==> config.mk <==
export PLATFORM = sky130hd
export DESIGN_NAME = shift_sequencer
export DESIGN_NICKNAME = d
export VERILOG_FILES = /design/src/rtl/shift_pkg.sv /design/src/rtl/shift_step.sv /design/src/rtl/shift_sequencer.sv
export SDC_FILE = /design/constraint.sdc
export NUM_CORES = 1
export LEC_CHECK = 0
export ABC_AREA = 1
export CORE_MARGIN = 2
export CORE_UTILIZATION = 38
export DETAILED_ROUTE_END_ITERATION = 7
export GPL_TIMING_DRIVEN = 0
export HOLD_SLACK_MARGIN = 0.08
export MAX_ROUTING_LAYER = met4
export SETUP_SLACK_MARGIN = 0.15
export SLEW_MARGIN = 15
export SYNTH_ARGS = -nofsm -noshare
export SYNTH_HDL_FRONTEND = slang
export SYNTH_HIERARCHICAL = 1
export SYNTH_SLANG_ARGS = --single-unit
==> constraint.sdc <==
create_clock -name clk -period 15.21 [get_ports clk]
set_input_delay 1.521 -clock clk [delete_from_list [all_inputs] [get_ports clk]]
set_output_delay 1.521 -clock clk [all_outputs]
set_load 0.05 [all_outputs]
==> src/rtl/shift_pkg.sv <==
// Shared encodings for the operand-2 shift sequencer.
package shift_pkg;
  typedef enum logic [1:0] {SH_LSL, SH_LSR, SH_ASR, SH_ROR} sh_type_e;
  typedef enum logic [1:0] {KIND_IMM, KIND_REG, KIND_ROT, KIND_BR} kind_e;
  typedef enum logic [1:0] {IDLE, LOAD, SHIFT, DONE} state_e;
endpackage

==> src/rtl/shift_step.sv <==
// One bounded shift step (0..STEP_MAX positions) with the last bit shifted out as carry.
module shift_step
  import shift_pkg::*;
#(
  parameter int DATA_W   = 32,
  parameter int STEP_MAX = 8,
  localparam int AW      = $clog2(STEP_MAX) + 1
) (
  input  logic [DATA_W-1:0] data_i,
  input  sh_type_e          type_i,
  input  logic [AW-1:0]     amt_i,
  input  logic              sign_i,
  input  logic              carry_i,
  output logic [DATA_W-1:0] data_o,
  output logic              carry_o
);
  logic [DATA_W:0]   ext_l, ext_r;
  logic [DATA_W-1:0] fill, rot;

  // Extra bit below/above the word captures the last bit shifted out.
  assign ext_l = {1'b0, data_i} << amt_i;
  assign ext_r = {data_i, 1'b0} >> amt_i;
  assign fill  = ~({DATA_W{1'b1}} >> amt_i);
  assign rot   = (data_i >> amt_i) | (data_i << (DATA_W - int'(amt_i)));

  always_comb begin
    data_o  = data_i;
    carry_o = carry_i;
    if (amt_i != '0) begin
      case (type_i)
        SH_LSL: begin data_o = ext_l[DATA_W-1:0]; carry_o = ext_l[DATA_W]; end
        SH_LSR: begin data_o = ext_r[DATA_W:1];   carry_o = ext_r[0];      end
        SH_ASR: begin
          data_o  = ext_r[DATA_W:1] | (sign_i ? fill : '0);
          carry_o = ext_r[0];
        end
        SH_ROR: begin data_o = rot; carry_o = rot[DATA_W-1]; end
      endcase
    end
  end
endmodule

==> src/rtl/shift_sequencer.sv <==
// Multi-cycle operand-2 shift controller: resolves ARM special encodings in LOAD,
// otherwise iterates a bounded step shifter until the requested amount is consumed.
module shift_sequencer
  import shift_pkg::*;
#(
  parameter int DATA_W   = 32,
  parameter int STEP_MAX = 8
) (
  input  logic              clk,
  input  logic              reset,
  input  logic              flush,
  input  logic              req_valid,
  output logic              req_ready,
  input  logic [1:0]        req_kind,
  input  logic [1:0]        shift_type,
  input  logic [4:0]        shift_imm,
  input  logic [7:0]        rs_byte,
  input  logic [DATA_W-1:0] operand,
  input  logic              carry_in,
  output logic              res_valid,
  input  logic              res_ready,
  output logic [DATA_W-1:0] result,
  output logic              carry_out,
  output logic              busy
);
  localparam int AW = $clog2(STEP_MAX) + 1;

  state_e            state_q;
  kind_e             kind_q;
  sh_type_e          type_q, wtype_q;
  logic [4:0]        imm_q;
  logic [7:0]        rs_q;
  logic [DATA_W-1:0] op_q, work_q, result_q;
  logic              cin_q, wcarry_q, carry_q, rvld_q;
  logic [5:0]        rem_q, rem_d;

  logic              sp_hit, sp_c;
  logic [DATA_W-1:0] sp_res;
  logic [4:0]        ld_amt;
  sh_type_e          ld_type;
  logic [AW-1:0]     step_amt;
  logic [DATA_W-1:0] st_data;
  logic              st_c;

  // Special-case decode on the latched request; ld_* describe the iterative path.
  always_comb begin
    sp_hit  = 1'b0;
    sp_res  = op_q;
    sp_c    = cin_q;
    ld_amt  = imm_q;
    ld_type = type_q;
    case (kind_q)
      KIND_IMM: if (imm_q == 5'd0) begin
        sp_hit = 1'b1;
        case (type_q)
          SH_LSL: ;
          SH_LSR: begin sp_res = '0;                sp_c = op_q[31]; end
          SH_ASR: begin sp_res = {DATA_W{op_q[31]}}; sp_c = op_q[31]; end
          SH_ROR: begin sp_res = {cin_q, op_q[31:1]}; sp_c = op_q[0]; end
        endcase
      end
      KIND_REG: begin
        ld_amt = rs_q[4:0];
        if (rs_q == 8'd0) sp_hit = 1'b1;
        else begin
          case (type_q)
            SH_LSL: if (rs_q >= 8'd32) begin
              sp_hit = 1'b1; sp_res = '0; sp_c = (rs_q == 8'd32) ? op_q[0] : 1'b0;
            end
            SH_LSR: if (rs_q >= 8'd32) begin
              sp_hit = 1'b1; sp_res = '0; sp_c = (rs_q == 8'd32) ? op_q[31] : 1'b0;
            end
            SH_ASR: if (rs_q >= 8'd32) begin
              sp_hit = 1'b1; sp_res = {DATA_W{op_q[31]}}; sp_c = op_q[31];
            end
            SH_ROR: if (rs_q[4:0] == 5'd0) begin
              sp_hit = 1'b1; sp_c = op_q[31];
            end
          endcase
        end
      end
      KIND_ROT: begin
        ld_type = SH_ROR;
        if (imm_q == 5'd0) sp_hit = 1'b1;
      end
      KIND_BR: begin
        sp_hit = 1'b1;
        sp_res = {{6{op_q[23]}}, op_q[23:0], 2'b00};
      end
    endcase
  end

  always_comb begin
    step_amt = (rem_q > 6'(STEP_MAX)) ? AW'(STEP_MAX) : rem_q[AW-1:0];
    rem_d    = rem_q - 6'(step_amt);
  end

  shift_step #(.DATA_W(DATA_W), .STEP_MAX(STEP_MAX)) u_step (
    .data_i (work_q),
    .type_i (wtype_q),
    .amt_i  (step_amt),
    .sign_i (op_q[31]),
    .carry_i(wcarry_q),
    .data_o (st_data),
    .carry_o(st_c)
  );

  always_ff @(posedge clk) begin
    if (!reset) begin
      state_q  <= IDLE;
      result_q <= '0;
      carry_q  <= 1'b0;
      rvld_q   <= 1'b0;
    end else if (flush) begin
      state_q <= IDLE;
      rvld_q  <= 1'b0;
    end else begin
      case (state_q)
        IDLE: if (req_valid) begin
          kind_q  <= kind_e'(req_kind);
          type_q  <= sh_type_e'(shift_type);
          imm_q   <= shift_imm;
          rs_q    <= rs_byte;
          op_q    <= operand;
          cin_q   <= carry_in;
          state_q <= LOAD;
        end
        LOAD: if (sp_hit) begin
          result_q <= sp_res;
          carry_q  <= sp_c;
          rvld_q   <= 1'b1;
          state_q  <= DONE;
        end else begin
          work_q   <= op_q;
          wcarry_q <= cin_q;
          wtype_q  <= ld_type;
          rem_q    <= {1'b0, ld_amt};
          state_q  <= SHIFT;
        end
        SHIFT: begin
          work_q   <= st_data;
          wcarry_q <= st_c;
          rem_q    <= rem_d;
          if (rem_d == 6'd0) begin
            result_q <= st_data;
            carry_q  <= st_c;
            rvld_q   <= 1'b1;
            state_q  <= DONE;
          end
        end
        DONE: if (res_ready) begin
          rvld_q  <= 1'b0;
          state_q <= IDLE;
        end
      endcase
    end
  end

  assign req_ready = reset & (state_q == IDLE);
  assign busy      = (state_q != IDLE);
  assign res_valid = rvld_q;
  assign result    = result_q;
  assign carry_out = carry_q;
endmodule

==> run metrics, run 1 <==
Resized cells post-CTS 0; DRC Markers 0; Slew @ Worst Pin 0.943 ns; area of the multi-input gates 0.00646 sq mm; Tmin final 4.92 ns; setup ws final 10.29 ns; CTS root buf clkbuf_16; Hold WS 0.485 ns; Synth Flop Type edfxtp_1; core area 0.0286 sq mm; post-synth top area cell edfxtp_1; setup bufs post-CTS 0; GR Overflow Total 0; Worst-path clk slew 0.06 ns; CTS Sinks 127; number of routed nets with antenna violations 0; register area 0.00345 sq mm; crit path DAT 5.28 ns; net count after synthesis 1823; Hold Buf Count CTS 0; worst skew pair latency 0.43 ns; vias in the first global route 12234; PwrDens 78.5 mW/mm^2; Critical Path RT 15.57 ns; HP Class reg -> reg; I/O pins 91; top post-synthesis cells by area edfxtp_1 25%, nand2_1 19%, o21ai_0 7.4%; Iter 0 DRT Violations 1661; routed vias/inst 5.75; proportion of synthesized chip area in sequential cells 0.313; ratio of cells with drive above 1 in the final layout 0.0661; Final nets 1935; Layout area overhead 18.5%; Rel. slew slack 0.369; Fmax 203 MHz; synthesized area per cell 6.30 sq um; largest net degree at the start of global routing 40; post-synthesis register bit count 127; CTS Buf Count 17; CP Max Fanout 10; Syn. warnings 6; fin crit share 0.324; # rows 62; vias 13002; first-pass GRT wire length 78500 um; CTS tree done; cells after synthesis 1750; outcome completed; startpoint type of the worst setup path flip-flop; final WL 53600 um; mapped cell area 0.0110 sq mm; share of the synthesized area in the top cell type 0.248; router iterations before antenna repair 6; Post-synth ARST share 0; number of flops mapped to enable cells by yosys 91; leakage 5.56 nW; Clock Path Buffers 2; PortBufs 89; setup TNS 0 ns; Crit. End Element flip-flop; crit path kind reg -> reg; Initial Utilization 0.385; antenna violations before repair 1; fill cell count 3011; GP Congestion 1.06; DP HPWL 43700 um; CTS HTree Levels 4; distinct cell type count after synthesis 49; Die Area 0.0304 sq mm; Worst Skew 0.00930 ns; RSZ-0062 raised after global routing false; Slew Limit Fails 0; Routed WL per cell 23.7 um; Die Span Y 174 um; total routing usage reported by global routing 0.361; Fin. Hold Viols 0; MaxCap Viol Count 0; die width 174 um; Setup Viol. Count Final 0; Max IR drop VDD 0.0916 mV; Placement Setup Slack 10.44 ns
-- path summary, 6_finish.rpt --
check / slack, ns / end / depth (start not counted) / startpoint
min reg2reg: 0.49 / result[26] / 2 / result[26]
max reg2reg: 10.29 / result[22] / 24 / rem_q[1]
max: 10.29 / result[22] / 24 / rem_q[1]
min: 0.49 / result[26] / 2 / result[26]
-- cell type report --
| class | instances | share of cell area |
|---|---|---|
| diodes | 1 | 0.000192 |
| plain buffers | 108 | 0.0409 |
| clock buffers | 25 | 0.0406 |
| clock inverters | 7 | 0.00729 |
| inverters | 154 | 0.0443 |
| multi-input cells | 1361 | 0.495 |
| flip-flops and latches | 127 | 0.265 |
| well taps | 384 | 0.0368 |
| repair buffers | 93 | 0.0706 |
-- power by group --
| group | leakage, nW | internal, mW | switching [mW] |
|---|---|---|---|
| registers | 1.12 | 0.387 | 0.0127 |
| logic | 4.14 | 0.0643 | 0.141 |
| clock network | 0.303 | 0.275 | 0.145 |
| total | 5.56 | 0.725 | 0.299 |
-- cell families (layout without fill, tap and decap cells) --
| group | count (synthesis) | count (layout) | share of synthesized area |
|---|---|---|---|
| simple gates | 902 | 902 | 0.343 |
| compound gates | 434 | 434 | 0.216 |
| buf+inv | 262 | 387 | 0.101 |
| flops | 127 | 127 | 0.313 |
| fa+ha+maj | 18 | 18 | 0.0204 |
| mux | 6 | 6 | 0.00545 |
| other cells | 1 | 2 | 0.000340 |
-- per-layer routing --
| metal | vias to the layer above | GRT usage | routed length (um) |
|---|---|---|---|
| met1 | 6060 | 0.451 | 22300 |
| met5 | - | - | 0 |
| li1 | 6097 | - | - |
| met4 | 0 | 0.217 | 3520 |
| met2 | 709 | 0.572 | 24600 |
| met3 | 136 | 0.0273 | 3160 |
-- state kept, by name, indices dropped and copies added (netlist names), 5 cells and up --
register / cells
rem_q: 6
result: 32
imm_q: 5
work_q: 32
rs_q: 8
op_q: 32
-- cells in the mapped netlist (3+ instances only) --
| master | number |
|---|---|
| nand2_1 | 549 |
| o21ai_0 | 163 |
| nand3_1 | 158 |
| inv_1 | 142 |
| a21oi_1 | 129 |
| nor2_1 | 129 |
| edfxtp_1 | 91 |
| o21ai_1 | 59 |
| clkbuf_1 | 47 |
| o211ai_1 | 44 |
| buf_2 | 37 |
| dfxtp_1 | 36 |
| ha_1 | 18 |
| nand4_1 | 18 |
| buf_1 | 11 |
| inv_2 | 10 |
| a31oi_1 | 9 |
| nor3_1 | 9 |
| and2_1 | 7 |
| buf_6 | 7 |
| nand2_2 | 7 |
| mux2i_1 | 6 |
| nor2_2 | 6 |
| or2_2 | 6 |
| buf_4 | 5 |
| o21a_1 | 5 |
| o21bai_1 | 5 |
| o21ai_2 | 4 |
| a211oi_1 | 3 |
| a22oi_1 | 3 |
-- layout by cell type, fill, tap and decap left out, types with 11 or more instances in the layout --
cell and n:
o211ai_1 44, inv_1 141, buf_1 11, clkbuf_1 51, nand3_1 158, inv_2 11, dfxtp_1 36, o21ai_1 59
edfxtp_1 91, ha_1 18, nand4_1 18, clkbuf_16 20, nor2_1 129, o21ai_0 163, a21oi_1 129, buf_2 37
clkdlybuf4s50_1 89, nand2_1 549
-- critical path, stage by stage (launching register included) --
cell and delay [ns]:
edfxtp_1 0.44, o21ai_0 0.24, nand2_2 0.14, nor2_1 0.17, buf_2 0.25, inv_2 0.09, buf_4 0.20, buf_2 0.22
ha_1 0.24, ha_1 0.27, buf_2 0.25, buf_1 0.38, mux2i_1 0.39, nand3_1 0.14, nand2_1 0.14, nand3b_1 0.14
a21oi_1 0.26, nand2_1 0.15, nand2_1 0.11, a21oi_1 0.05, nand3_1 0.14, o21ai_0 0.11, o21ai_1 0.16, inv_1 0.06
nor2_1 0.09
-- stage by stage --
step | total power [mW] | cells | cell area [sq um] | utilization
2_1_floorplan | 0.523 | 1750 | 11000 | -
3_3_place_gp | 0.603 | 2223 | 12400 | 0.433
3_5_place_dp | 0.604 | 2227 | 12400 | 0.434
4_1_cts | 1.02 | 2259 | 13000 | 0.456
5_1_grt | 1.06 | 2260 | 13100 | 0.456
6_report | 1.02 | 2260 | 13100 | 0.456
No activity file was read; power rests on OpenSTA's default activity.
==> inputs of run 2 (changes only) <==
- clock period: 15.21 -> 4.3 ns (I/O delays scaled with it)
==> run 2 against run 1 <==
  * Non-clock buffer count up 3
  * Sequential share of layout area down 0.39 points
  * Register-to-register slack worse by 10 ns
  * Sequential cell count unchanged
  * Count of clock-buffer cells in the layout down 3
  * Clock power rose to 3.4 times the previous value
  * Critical path type unchanged
  * Critical endpoint is now result[19]
==> run metrics, run 2 (synthesis results as in run 1) <==
PwrDens 271 mW/mm^2 (+250%); Die Span Y 174 um (unchanged); Pint 2.52 mW (+250%); Slew @ Worst Pin 1.06 ns (+0.114 ns); CTS tree done; Crit. End Element flip-flop; Clock Power Share 0.400 (-0.010); Setup crit end result[19]; worst reg2reg setup slack 0.27 ns (-10.02 ns); vias in the first global route 12400 (+1.4%); crit path cell chain nor2_4, nand2_1, inv_2, nand2_4, nor2_4, inv_2, buf_6, buf_6, ha_1, ha_1, buf_6, clkinvlp_4, clkbuf_4, nand2_1, nor2_1, a21oi_1, nand2_2, o21ai_4, a21oi_1, nand2_1, nand2_1, or2_2, a21oi_4, nor2_1; Rel. slew slack 0.293 (-0.0765); Tot Pwr 3.59 mW (+250%); I/O pins 91 (unchanged); R2R depth 24 (unchanged); startpoint type of the worst setup path flip-flop; RR Endpoint result[19]; core area 0.0286 sq mm (unchanged); CP Launch Point rem_q[5]; Setup Viol. Count Final 0 (unchanged); Hold WS 0.473 ns (-0.0117 ns); Most common cell on crit path nand2_1; Routed WL per cell 23.7 um (about the same); Seq pwr share 0.393 (+0.003); Fin. Hold Viols 0 (unchanged); top cell family by delay on the critical path simple AND/OR/NAND/NOR gates; Initial Utilization 0.385 (unchanged); outcome completed; crit path kind reg -> reg; ratio of cells with drive above 1 in the final layout 0.0852 (+0.0191); CP Max Fanout 10 (unchanged); leakage 5.61 nW (+0.97%); register area 0.00345 sq mm (unchanged); Critical Path RT 4.63 ns (-10.94 ns); Die Area 0.0304 sq mm (unchanged); vias 12994 (-0.062%); router iterations before antenna repair 6 (unchanged); DP HPWL 43700 um (about the same); Iter 0 DRT Violations 1399 (-16%); area of the multi-input gates 0.00661 sq mm (+2.3%); CTS Buf Count 17 (unchanged); Tmin final 4.03 ns (-0.890 ns); final WL 53700 um (+0.19%); MaxCap Viol Count 0 (unchanged); first-pass GRT wire length 78700 um (+0.33%); commonest non-fill, non-tap cells in the layout 545 x nand2_1, 156 x nand3_1, 149 x o21ai_0; CTS HTree Levels 4 (unchanged); Layout area overhead 20.2%; Final nets 1938 (+0.16%); Fmax 248 MHz (+22%); Max IR drop VDD 0.305 mV (+230%); combinational fraction of design power 0.207 (+0.007); die width 174 um (unchanged); Worst Skew 0.00804 ns (-0.00126 ns); CTS root buf clkbuf_16; DRC Markers 0 (unchanged); Hold Buf Count CTS 0 (unchanged); PortBufs 89 (unchanged); worst path buffer plus inverter count 7 (unchanged); total routing usage reported by global routing 0.361 (about the same); GR Overflow Total 0 (unchanged); # rows 62 (unchanged); RSZ-0062 raised after global routing true; fin crit share 0.937 (+0.614); GP Congestion 1.05 (-0.98%); crit path DAT 4.36 ns (-0.92 ns); routed vias/inst 5.74 (-0.15%); HP Class reg -> reg; number of routed nets with antenna violations 0 (unchanged); antenna violations before repair 0 (-1); Worst-path clk slew 0.06 ns (about the same); largest net degree at the start of global routing 40 (unchanged); net switching power 1.07 mW (+260%); critical path depth 24 (unchanged); CTS Sinks 127 (unchanged); slowest CP cell edfxtp_1; fill cell count 3055 (+1.5%); Slew Limit Fails 0 (unchanged); worst skew pair latency 0.43 ns (about the same); worst r2r src rem_q[5]; max incr delay on CP 0.43 ns (about the same); most common cell after layout, fill and taps aside nand2_1; Clock Path Buffers 2 (unchanged); Sw Share 0.299 (+0.00768); number of diodes 0 (-1)
==> run 2: cell count changes in the layout (fill, tap and decap cells not counted), sizes merged <==
cell      change
diode         -1
buf           +3
clkinvlp      +2
clkbuf        -3
inv           +1
==> run 2: how the worst min path moves through the flow <==
stage	slack (ns)	from	to	cells after the start
after global routing	0.49	result[28]	result[28]	2
after CTS	0.48	result[28]	result[28]	2
after detailed placement	0.47	result[30]	result[30]	2
final	0.47	result[28]	result[28]	2
after floorplan	0.49	state_q[0]	state_q[0]	2
after global placement	0.47	result[30]	result[30]	2
==> run 2: area by class of cell <==
type / instances / share of cell area
plain buffers: 107 / 0.0423
clock buffers: 22 / 0.0367
clock inverters: 10 / 0.00803
inverters: 154 / 0.0442
multi-input cells: 1361 / 0.499
flip-flops and latches: 127 / 0.261
well taps: 384 / 0.0363
repair buffers: 97 / 0.0729
==> run 2: power groups by stage <==
stage | combinational [mW] | sequential (mW) | clock (mW)
after floorplan | 0.374 | 1.48 | 0
after global placement | 0.697 | 1.43 | 0
after detailed placement | 0.705 | 1.43 | 0
after CTS | 0.717 | 1.41 | 1.44
after global routing | 0.795 | 1.41 | 1.50
final | 0.742 | 1.41 | 1.44
==> run 2: what timing repair did <==
action	4_1_cts	5_1_grt
pin swaps	5	17
buffers inserted	5	1
setup endpoints to repair	32	21
resized for setup	28	34
==> run 2: routing by layer <==
layer  GRT usage  vias up  share of wire
met5           -        -              0
met4       0.218        0          0.070
met3      0.0359      151          0.064
met2       0.575      670           0.45
met1       0.442     6093           0.41
li1            -     6080              -
==> run 2: through the flow <==
stage	utilization	setup WS, ns	instance area, sq um	TNS (ns)	instances
after floorplan	-	0.818	11000	0	1750
after global placement	0.433	-0.814	12400	-8.58	2223
after detailed placement	0.434	-0.783	12400	-8.03	2225
after CTS	0.458	0.154	13100	0	2261
after global routing	0.463	0.0625	13200	0	2262
final	0.463	0.269	13200	0	2262
==> run 2: worst reg2reg max path: stages (launching register included) <==
cell and delay [ns]:
edfxtp_1 0.43, nor2_4 0.16, nand2_1 0.07, inv_2 0.07
nand2_4 0.09, nor2_4 0.12, inv_2 0.11, buf_6 0.18
buf_6 0.17, ha_1 0.23, ha_1 0.29, buf_6 0.16
clkinvlp_4 0.12, clkbuf_4 0.21, nand2_1 0.09, nor2_1 0.04
a21oi_1 0.16, nand2_2 0.14, o21ai_4 0.22, a21oi_1 0.13
nand2_1 0.10, nand2_1 0.07, or2_2 0.33, a21oi_4 0.19
nor2_1 0.06
==> inputs of run 3 (changes only) <==
- SKIP_CTS_REPAIR_TIMING: unset -> 1
- SKIP_LAST_GASP: unset -> 1
==> run 3 against run 2 <==
  * Setup slack worse by 0.097 ns
  * Non-clock buffer count up 11
  * Worst hold slack gained 0.00051 ns
  * Wire length is 0.85% higher
  * Sequential power hardly changed
  * Global-route usage is 0.063 points higher
  * Sequential cell count is the same
  * Critical path depth down 1
  * Sequential share of layout area fell by 0.38 points
  * Critical path type unchanged
==> run metrics, run 3 (synthesis results as in run 1) <==
crit path DAT 4.43 ns (+0.07 ns); I/O pins 91 (unchanged); worst r2r src rem_q[4]; most common cell after layout, fill and taps aside nand2_1; CTS Sinks 127 (unchanged); MaxCap Viol Count 0 (unchanged); CTS tree done; Initial Utilization 0.385 (unchanged); Worst-path clk slew 0.06 ns (about the same); hold path depth 2 (unchanged); GP Congestion 1.05 (unchanged); RSZ-0062 raised after global routing true; Slew @ Worst Pin 1.07 ns (+0.0173 ns); Die Span Y 174 um (unchanged); Setup crit end result[27]; Tot Pwr 3.61 mW (+0.49%); Routed WL per cell 23.8 um (+0.36%); Fin. Hold Viols 0 (unchanged); Crit. End Element flip-flop; GR Overflow Total 0 (unchanged); DP HPWL 43700 um (unchanged); worst skew pair latency 0.43 ns (about the same); startpoint type of the worst setup path flip-flop; leakage 5.71 nW (+1.6%); Most common cell on crit path nand2_1; RR Endpoint result[27]; total routing usage reported by global routing 0.361 (+0.000626); number of diodes 0 (unchanged); vias in the first global route 12354 (-0.37%); number of routed nets with antenna violations 0 (unchanged); fill cell count 3039 (-0.52%); # rows 62 (unchanged); CTS Buf Count 17 (unchanged); max incr delay on CP 0.45 ns (+0.02 ns); Layout Cells excl Fill 2273 (+0.49%); PortBufs 89 (unchanged); crit path kind reg -> reg; R2R depth 23 (-4.2%); PwrDens 268 mW/mm^2 (-0.98%); final WL 54100 um (+0.85%); Setup Viol. Count Final 0 (unchanged); Final Cell Area 0.0134 sq mm (+1.5%); HP Class reg -> reg; Fmax 242 MHz (-2.4%); outcome completed; Tmin final 4.13 ns (+0.0973 ns); area of the multi-input gates 0.00665 sq mm (+0.70%); Cells after DPL 2225 (unchanged); Slew Limit Fails 0 (unchanged); first-pass GRT wire length 78800 um (+0.12%); Clock Path Buffers 2 (unchanged); largest net degree at the start of global routing 40 (unchanged); core area 0.0286 sq mm (unchanged); worst reg2reg setup slack 0.17 ns (-0.10 ns); Rel. slew slack 0.281 (-0.0116); vias 13085 (+0.70%); CP Launch Point rem_q[4]; crit path cell chain nor2_4, nand2_1, inv_2, nand2_4, nor2_4, inv_2, buf_6, buf_6, ha_2, ha_4, buf_8, clkinvlp_4, buf_12, clkbuf_16, o21ai_0, nand4_1, nand2_1, a21oi_1, nand2_1, o21ai_0, o21bai_1, nand4_1, a21oi_1; fin crit share 0.960 (+0.0226); Iter 0 DRT Violations 1521 (+8.7%); routed vias/inst 5.76 (+0.21%); Final nets 1949 (+0.57%); Area after DPL 0.0124 sq mm (unchanged); ratio of cells with drive above 1 in the final layout 0.0948 (+0.00956); commonest non-fill, non-tap cells in the layout 545 x nand2_1, 156 x nand3_1, 149 x o21ai_0; Critical Path RT 4.60 ns (-0.03 ns); DRC Markers 0 (unchanged); router iterations before antenna repair 6 (unchanged); Layout area overhead 22.0%; Worst Skew 0.00768 ns (-0.000365 ns); CTS HTree Levels 4 (unchanged); slowest CP cell edfxtp_1; antenna violations before repair 0 (unchanged); Max IR drop VDD 0.306 mV (+0.49%); setup TNS 0 ns (unchanged); CP Max Fanout 10 (unchanged); register area 0.00345 sq mm (unchanged); Die Area 0.0304 sq mm (unchanged); die width 174 um (unchanged); CTS root buf clkbuf_16; Hold WS 0.474 ns (+0.000506 ns)
run 3: stage by stage:
step | utilization | worst slack [ns]
finish | 0.470 | 0.172
floorplan | - | 0.818
global route | 0.470 | 0.0807
CTS | 0.455 | -0.809
detailed placement | 0.434 | -0.783
global placement | 0.433 | -0.814
run 3: power breakdown:
group	switching [mW]	internal, mW	total [mW]
clock network	0.528	0.913	1.44
logic	0.511	0.246	0.756
registers	0.0440	1.37	1.41
total	1.08	2.53	3.61
run 3: worst min-delay path by stage:
stage / from / to
global placement: result[30] / result[30]
detailed placement: result[30] / result[30]
finish: result[28] / result[28]
global route: result[28] / result[28]
CTS: result[28] / result[28]
floorplan: state_q[0] / state_q[0]
run 3: per-layer routing:
layer,GRT usage,up-vias,part of all wire
met5,-,-,0
met1,0.445,6130,0.42
met2,0.573,696,0.45
met3,0.0330,151,0.062
li1,-,6108,-
met4,0.224,0,0.073
run 3: worst max-delay path: cells and delay by family (launching register included):
family | cells | cell delay, ns
compound gates | 5 | 0.81
fa+ha+maj | 2 | 0.48
buf+inv | 8 | 1.17
flops | 1 | 0.45
simple gates | 8 | 1.05
run 3: cell type report:
| cell class | instances | area share |
|---|---|---|
| Timing Repair Buffer | 107 | 0.0806 |
| Clock buffer | 22 | 0.0361 |
| Multi-Input combinational cell | 1361 | 0.495 |
| Buffer | 108 | 0.0444 |
| Tap cell | 384 | 0.0357 |
| Sequential cell | 127 | 0.257 |
| Inverter | 154 | 0.0433 |
| Clock inverter | 10 | 0.00791 |
